## config.mk

```make
export PLATFORM = sky130hd
export DESIGN_NAME = mem_arbiter
export DESIGN_NICKNAME = d
export VERILOG_FILES = /design/src/rtl/mem_arbiter_pkg.sv /design/src/rtl/mem_arbiter_byte_assembler.sv /design/src/rtl/mem_arbiter.sv
export SDC_FILE = /design/constraint.sdc
export NUM_CORES = 1
export LEC_CHECK = 0
export ABC_CLOCK_PERIOD_IN_PS = 7400
export CAP_MARGIN = 5
export CORE_ASPECT_RATIO = 1.2
export CORE_MARGIN = 2
export CORE_UTILIZATION = 53
export DETAILED_ROUTE_END_ITERATION = 8
export DONT_BUFFER_PORTS = 1
export GPL_ROUTABILITY_DRIVEN = 0
export GPL_TIMING_DRIVEN = 0
export PLACE_DENSITY = 0.68
export SYNTH_ARGS = -nofsm -noshare
export SYNTH_HDL_FRONTEND = slang
export SYNTH_HIERARCHICAL = 1
export SYNTH_SLANG_ARGS = --single-unit
```

## constraint.sdc

```tcl
create_clock -name clk -period 7.4 [get_ports clk]
set_input_delay 0.74 -clock clk [delete_from_list [all_inputs] [get_ports clk]]
set_output_delay 0.74 -clock clk [all_outputs]
set_load 0.03 [all_outputs]
```

## src/rtl/mem_arbiter_pkg.sv

```systemverilog
// Shared encodings for the byte-serial RAM/IO bus sequencer: widths,
// FSM states, size decode and the latched-request record.
package mem_arbiter_pkg;

    localparam int MemAddrBus = 32;
    localparam int MemDataBus = 32;

    localparam logic [1:0] ST_IDLE = 2'd0;
    localparam logic [1:0] ST_RD   = 2'd1;
    localparam logic [1:0] ST_WR   = 2'd2;

    localparam logic [1:0] CNF_BYTE = 2'b00;
    localparam logic [1:0] CNF_HALF = 2'b01;

    typedef logic [MemAddrBus-1:0] mem_addr_t;
    typedef logic [MemDataBus-1:0] mem_data_t;

    typedef struct packed {
        mem_addr_t  addr;
        mem_data_t  wdata;
        logic [2:0] len;
        logic       wr;
        logic       own_inst;
    } req_t;

    // Both 2'b10 and 2'b11 mean a full word.
    function automatic logic [2:0] cnf_len(input logic [1:0] cnf);
        case (cnf)
            CNF_BYTE: cnf_len = 3'd1;
            CNF_HALF: cnf_len = 3'd2;
            default:  cnf_len = 3'd4;
        endcase
    endfunction

endpackage

```

## src/rtl/mem_arbiter_byte_assembler.sv

```systemverilog
// Collects read bytes into a little-endian word, one byte lane per index.
module mem_arbiter_byte_assembler
    import mem_arbiter_pkg::*;
(
    input  logic       clk,
    input  logic       rst,
    input  logic       en,
    input  logic       clear,
    input  logic       load,
    input  logic [1:0] idx,
    input  logic [7:0] din,
    output mem_data_t  word
);

    always_ff @(posedge clk) begin
        if (rst) begin
            word <= '0;
        end else if (en) begin
            if (clear) begin
                word <= '0;
            end else if (load) begin
                word[{idx, 3'b000} +: 8] <= din;
            end
        end
    end

endmodule

```

## src/rtl/mem_arbiter.sv

```systemverilog
// Shares the 8-bit RAM/IO bus between instruction fetch and the data port,
// data first; fetches can be abandoned by a branch flush.
module mem_arbiter
    import mem_arbiter_pkg::*;
#(
    parameter int ADDR_W = 32,
    parameter int DATA_W = 32
) (
    input  logic              clk,
    input  logic              rst,
    input  logic              rdy,
    input  logic              flush,
    input  logic              inst_req,
    input  logic [ADDR_W-1:0] inst_addr,
    output logic              inst_busy,
    output logic              inst_done,
    output logic [DATA_W-1:0] inst_data,
    input  logic              data_req,
    input  logic              data_wr,
    input  logic [ADDR_W-1:0] data_addr,
    input  logic [DATA_W-1:0] data_wdata,
    input  logic [1:0]        data_cnf,
    output logic              data_busy,
    output logic              data_done,
    output logic [DATA_W-1:0] data_rdata,
    input  logic [7:0]        mem_din,
    output logic [7:0]        mem_dout,
    output logic [ADDR_W-1:0] mem_a,
    output logic              mem_wr
);

    logic [1:0] state;
    req_t       req;
    logic [2:0] step;
    logic       done_q;
    logic       inst_busy_q;
    logic       data_busy_q;
    mem_data_t  inst_held;
    mem_data_t  data_held;
    mem_data_t  asm_word;
    mem_data_t  full_word;
    logic [1:0] last_idx;
    logic [2:0] step_next;
    mem_addr_t  addr_next;
    logic       grant_data;
    logic       grant_inst;
    logic       grant;
    logic       abort;
    logic       capture;

    assign grant_data = (state == ST_IDLE) && data_req;
    assign grant_inst = (state == ST_IDLE) && !data_req && inst_req && !flush;
    assign grant      = grant_data || grant_inst;
    assign abort      = (state == ST_RD) && req.own_inst && flush;
    assign step_next  = step + 3'd1;
    assign addr_next  = req.addr + mem_addr_t'(step_next);
    assign last_idx   = 2'(req.len - 3'd1);

    // mem_din trails mem_a by one cycle, so step s carries byte s-1.
    assign capture    = (state == ST_RD) && (step != 3'd0) && (step < req.len);

    // The final byte is still on mem_din during the done cycle.
    assign full_word  = asm_word | (mem_data_t'(mem_din) << {last_idx, 3'b000});

    assign inst_busy  = inst_busy_q;
    assign data_busy  = data_busy_q;
    assign inst_done  = done_q && req.own_inst && !flush;
    assign data_done  = done_q && !req.own_inst;
    assign inst_data  = inst_done ? full_word : inst_held;
    assign data_rdata = (data_done && !req.wr) ? full_word : data_held;

    mem_arbiter_byte_assembler u_asm (
        .clk   (clk),
        .rst   (rst),
        .en    (rdy),
        .clear (grant),
        .load  (capture),
        .idx   (2'(step - 3'd1)),
        .din   (mem_din),
        .word  (asm_word)
    );

    always_ff @(posedge clk) begin
        if (rst) begin
            state       <= ST_IDLE;
            req         <= '0;
            step        <= 3'd0;
            done_q      <= 1'b0;
            inst_busy_q <= 1'b0;
            data_busy_q <= 1'b0;
            inst_held   <= '0;
            data_held   <= '0;
            mem_a       <= '0;
            mem_dout    <= 8'h00;
            mem_wr      <= 1'b0;
        end else if (rdy) begin
            case (state)
                ST_IDLE: begin
                    if (grant) begin
                        req <= '{addr:     grant_data ? data_addr : inst_addr,
                                 wdata:    data_wdata,
                                 len:      grant_data ? cnf_len(data_cnf) : 3'd4,
                                 wr:       grant_data && data_wr,
                                 own_inst: grant_inst};
                        step  <= 3'd0;
                        mem_a <= grant_data ? data_addr : inst_addr;
                        if (grant_data && data_wr) begin
                            state       <= ST_WR;
                            mem_wr      <= 1'b1;
                            mem_dout    <= data_wdata[7:0];
                            done_q      <= (cnf_len(data_cnf) == 3'd1);
                            data_busy_q <= (cnf_len(data_cnf) != 3'd1);
                        end else begin
                            state       <= ST_RD;
                            inst_busy_q <= grant_inst;
                            data_busy_q <= grant_data;
                        end
                    end
                end
                ST_RD: begin
                    if (abort) begin
                        state       <= ST_IDLE;
                        mem_a       <= '0;
                        inst_busy_q <= 1'b0;
                        done_q      <= 1'b0;
                    end else begin
                        step <= step_next;
                        if (step_next < req.len) begin
                            mem_a <= addr_next;
                        end else if (step_next == req.len) begin
                            mem_a       <= '0;
                            done_q      <= 1'b1;
                            inst_busy_q <= 1'b0;
                            data_busy_q <= 1'b0;
                        end else begin
                            state  <= ST_IDLE;
                            done_q <= 1'b0;
                            if (req.own_inst) inst_held <= full_word;
                            else              data_held <= full_word;
                        end
                    end
                end
                ST_WR: begin
                    step <= step_next;
                    if (step_next < req.len) begin
                        mem_a    <= addr_next;
                        mem_dout <= req.wdata[{step_next[1:0], 3'b000} +: 8];
                        if (step_next == req.len - 3'd1) begin
                            done_q      <= 1'b1;
                            data_busy_q <= 1'b0;
                        end
                    end else begin
                        state    <= ST_IDLE;
                        mem_a    <= '0;
                        mem_wr   <= 1'b0;
                        mem_dout <= 8'h00;
                        done_q   <= 1'b0;
                    end
                end
                default: state <= ST_IDLE;
            endcase
        end
    end

endmodule

```

After elaboration in Yosys (flattened, before gate mapping)
Index checks and enable logic that the tools add are counted.
{"block": "classes", "reduce_logical": 37, "eq_ne": 21, "order_cmp": 2, "shifts": 4, "mul": 0, "addsub": 5, "div_mod_pow": 0, "mux": 57, "bitwise_logic": 5}
{"cell": "32-bit 2-to-1 mux", "n": 10}
{"cell": "32-bit one-hot mux with 3 select lines", "n": 1}
{"cell": "32-bit by 3-bit adder with 32-bit output", "n": 1}
{"cell": "32-bit bitwise mux", "n": 1}
{"cell": "32-bit OR", "n": 1}
{"cell": "8-bit by 7-bit variable shift with 32-bit output (first input constant)", "n": 1}
{"cell": "32-bit by 6-bit variable part select with 8-bit output", "n": 1}
{"cell": "8-bit by 7-bit variable part select with 32-bit output", "n": 1}
{"cell": "8-bit by 5-bit << shifter with 32-bit output", "n": 1}
{"cell": "3-bit 2-to-1 mux", "n": 8}
{"cell": "8-bit 2-to-1 mux", "n": 3}
{"cell": "6-bit AND reduction", "n": 4}
{"cell": "1-bit 2-to-1 mux", "n": 20}
{"cell": "8-bit one-hot mux with 2 select lines", "n": 1}
{"cell": "2-bit inequality test (second input constant)", "n": 7}
{"cell": "1-bit logical AND", "n": 13}
{"cell": "2-bit 2-to-1 mux", "n": 6}
{"cell": "4-bit AND reduction", "n": 3}
{"cell": "5-bit AND reduction", "n": 2}
{"cell": "3-bit inequality test (second input constant)", "n": 3}
{"cell": "3-bit one-hot mux with 3 select lines", "n": 1}
{"cell": "8-bit AND reduction", "n": 1}
{"cell": "5-bit negator with 7-bit output", "n": 1}
{"cell": "3-bit == test", "n": 2}
{"cell": "23 further kinds", "n": 38}
{"block": "word_totals", "output_inout_bits": 109, "wordCells": 147, "mem_bits_rw": 0, "latch_bits": 0, "romBits": 0, "memories": 0, "register_bits": 214, "inputBits": 113}

Logic depth before layout (Yosys ltp)
{"block": "logic_depth", "ltp_word": 13, "ltp_mapped": 12, "depth_no_buf": 8}

Hierarchy
The synthesis kept the hierarchy.
{"mod": "mem_arbiter", "seq_area_each_um2": 3643.5, "cells_per_inst": 1181, "area_each_um2": 9308.9, "n_inst": 1}
{"mod": "mem_arbiter_byte_assembler", "seq_area_each_um2": 640.6, "cells_per_inst": 189, "area_each_um2": 1614.0, "n_inst": 1}

Worst setup path before layout
OpenSTA, ideal clock, no wires.
{"block": "synth_timing", "kind": "flip-flop to output port", "start": "reg req[0] in the netlist's numbering", "end": "out data_rdata[13]", "setup_slack_ps": 4388, "required_time_ps": 6660, "t_arrival_ps": 2272, "stages_incl_launch_ff": 8, "n_path_buf": 3, "path_cell_list": "dfxtp_1 > clkbuf_1 > nor2b_1 > nor2b_1 > clkbuf_1 > buf_1 > nor2_1 > a21oi_1"}
{"block": "synth_via", "elab_chain_len": 4}
{"item": "start, declared", "line": "mem_arbiter.sv:33", "rtl": "req_t req;"}
{"item": "start signal, assigned", "line": "mem_arbiter.sv:100", "rtl": "req <= '{addr: grant_data ? data_addr : inst_addr,"}
{"item": "1-bit logical NOT", "line": "mem_arbiter.sv:68", "rtl": "assign data_done = done_q && !req.own_inst;"}
{"item": "1-bit logical AND", "line": "mem_arbiter.sv:68"}
{"item": "via data_done", "line": "mem_arbiter.sv:24", "rtl": "output logic data_done,"}
{"item": "1-bit logical AND", "line": "mem_arbiter.sv:70", "rtl": "assign data_rdata = (data_done && !req.wr) ? full_word : data_held;"}
{"item": "32-bit 2-to-1 mux", "line": "mem_arbiter.sv:70"}
{"item": "end, declared", "line": "mem_arbiter.sv:25", "rtl": "output logic [DATA_W-1:0] data_rdata,"}
The timed path passes the listed nets, and every way through them passes these cells.

Worst setup path after layout
{"block": "layout_timing", "start": "reg req[0] in the netlist's numbering", "end": "out data_rdata[3]"}
The elaborated chain is that of the path after synthesis.

==> results.ini <==
[sta]
worst_pin_slew_ns = 1.22
final.setup_skew_ns = 0.0258
relSlewSlack_pct = 17.7
setup_violations = 0
hold_viol = 0
fin_crit_sh_pct = 56.5
grt_setup_unrepaired = false
period_minus_slack_ns = 4.18
timing.fmax_ghz = 0.239
fin_tns_setup_ns = 0
drv_slew = 0

[layout]
n_antenna_cell = 0
drive_above_1_share_pct = 6.96
multi_input_area_um2 = 6060
area_delta_synth_final_pct = 10.0
design_area_um2 = 12000
regArea_um2 = 4280
final_common_cell = nor2_1
most-common-layout-cells = nor2_1 (229), dfxtp_1 (214), a21oi_1 (147)
utilization_pct = 59.3
fin_nets = 1530
fillers = 1961

[floorplan]
die_h_um = 161
row_count = 57
initial_core_util_pct = 53.9
die-area_um2 = 21800
die_w_um = 135
io_pins = 222
core_um2 = 20300

[setup_path]
start_kind = flop
arrival_ns = 3.44
criticalPathCategory = flop to output pin
worstPathRequired_ns = 6.66
slowest_stage = nor2b_1
end_kind = output pin
crit_chain = clkbuf_1, nor2b_1, nor2b_1, clkbuf_1, clkbuf_1, nor2_1, a21oi_1
path_common_cell = clkbuf_1
cp_slowest_stage_delay_ns = 0.59
worst-path-max-fanout = 10

[cts]
clock_tree.buffer_depth = 3
cts_root_buf = clkbuf_16
clock-sinks = 214
cts_resized = 0
cts_tree = done
path_clk_slew_ns = 0.06
cts.htree.levels = 1
post_cts_buffers = 0
clk_latency_ns = 0.52
hold_buffers = 0
numCtsBuffers = 23

[place]
port-buffer-count = 0
placed_cell_area_um2 = 11300
dpl.hpwl_um = 23900

[detailed_routing]
first_pass_iters = 5
dr.max_layer_used = met4
drc_errors = 0
wl_per_cell_um = 19.3
vias = 10084
drt-total-wl_um = 32400
drt_iter0_markers = 619
viasPerCell = 6.02
postRouteAntennaNets = 0
routed-wl-met2_um = 16200
met1_length_um = 12600
wl_met3_um = 2180

[grt]
antenna_found_initial = 0
grt_max_degree = 14
grt_usage_pct = 29.0
grt_pass1_wl_um = 50600
first_global_vias = 9674
grt_overflow_total = 0

[power_and_ir_drop]
pwr-share-clk_pct = 39.3
seq_power_share_pct = 44.4
p_per_area_nw_per_um2 = 248
ir_worst_vdd_v = 0.000233
p_int_mw = 2.07
p_leak_nw = 4.21
switching_share_pct = 30.5
power.switching_mw = 0.909
p_comb_share_pct = 16.3

[yosys]
netlist_instances = 1370
yosys.cell_types.count = 67
synth_warnings = 6
synth_top_area_share_pct = 39.2
synth_largest_area_cell = dfxtp_1
syn_nets = 1505
syn_area_um2 = 10900
seq_area_frac_synth_pct = 39.2
ys_ff_latch = 214
async_reset_ff_share_pct = 0
synth_top_flop_cell = dfxtp_1
avgSynthCellArea_um2 = 7.97
synth_edf_count = 0
netlist_top_cells_area = dfxtp_1 (39%), a211oi_1 (8.2%), nor2_1 (7.9%), a21oi_1 (6.7%), nand2_1 (4.4%)

[worst_hold_path]
min_path_type = input port to flop

[flow_run]
maxCapViolations = 0

[status]
outcome = finished, final reports clean

[cells by family (layout without fill, tap and decap cells)]
logic type,after synthesis,in the layout,share of synthesized area (%)
flip-flops,214,214,39.2
XOR/XNOR,18,18,1.44
multiplexers,49,49,5.41
AND/OR/NAND/NOR,529,529,23.1
adder cells (fa/ha/maj),22,22,2.59
buffers and inverters,136,175,5.29
AO/OA/AOI/OAI,402,402,22.9
[layout make-up]
cell class	count	area share, %
multi-input cells	1020	50.4
clock inverters	6	0.739
inverters	22	0.687
plain buffers	114	4.12
clock buffers	33	5.60
well taps	265	2.76
flip-flops and latches	214	35.7
[power by group through the flow]
| stage | clock network (mW) | registers, mW | logic [mW] |
|---|---|---|---|
| floorplan | 0 | 1.33 | 0.376 |
| global placement | 0 | 1.35 | 0.473 |
| detailed placement | 0 | 1.35 | 0.481 |
| CTS | 1.19 | 1.32 | 0.484 |
| global route | 1.24 | 1.33 | 0.536 |
| finish | 1.17 | 1.33 | 0.485 |
[registers in the layout, indices dropped and copies added, names as in the netlist]
| register | cells |
|---|---|
| done_q | 1 |
| inst_held | 32 |
| mem_a | 32 |
| state | 2 |
| data_busy | 1 |
| u_asm/word | 32 |
| req | 69 |
| inst_busy | 1 |
| mem_dout | 8 |
| mem_wr | 1 |
| data_held | 32 |
| step | 3 |
[critical path: cells and delay by family (launching register included)]
family | cells | cell delay (ns)
compound gates | 1 | 0.57
buf+inv | 3 | 1.18
flops | 1 | 0.30
simple gates | 3 | 0.87
[path summary, 6_finish.rpt]
| check | endpoint | cells past startpoint | startpoint | slack, ns |
|---|---|---|---|---|
| min | u_asm/word[19] | 1 | rst | 0.28 |
| max | data_rdata[3] | 7 | req[0] | 3.22 |
| min reg2reg | req[7] | 2 | req[7] | 0.45 |
| max reg2reg | inst_held[8] | 10 | step[0] | 3.35 |
[synth_stat cells, drive strengths merged (3+ instances only)]
cell / instances
nor2: 229
dfxtp: 214
a21oi: 147
nand2: 129
a211oi: 126
o21ai: 86
clkbuf: 81
nand4: 42
mux2i: 41
buf: 33
nor3: 29
ha: 21
inv: 21
nand3: 19
nor4: 17
and3: 11
nor3b: 11
and3b: 10
xor2: 10
a311oi: 9
mux4: 8
o31a: 8
xnor2: 8
nor2b: 7
a21o: 5
nand3b: 4
o21a: 4
a31oi: 3
and2: 3
nand2b: 3
[stage by stage]
step                      hold WS, ns  setup slack, ns  total power, mW  std cells
after detailed placement        0.447             3.41             1.83       1635
after global routing            0.264             3.05             3.11       1674
after floorplan                 0.433             4.39             1.71       1370
final                           0.278             3.22             2.98       1674
after CTS                       0.266             3.15             3.00       1674
after global placement          0.440             3.41             1.82       1635
[routing by layer]
metal,vias up,track usage [%]
met5,-,0
met4,0,13.2
met3,75,6.03
met2,339,51.7
met1,4702,33.0
li1,4968,-
Power figures use the tool's default switching activity.
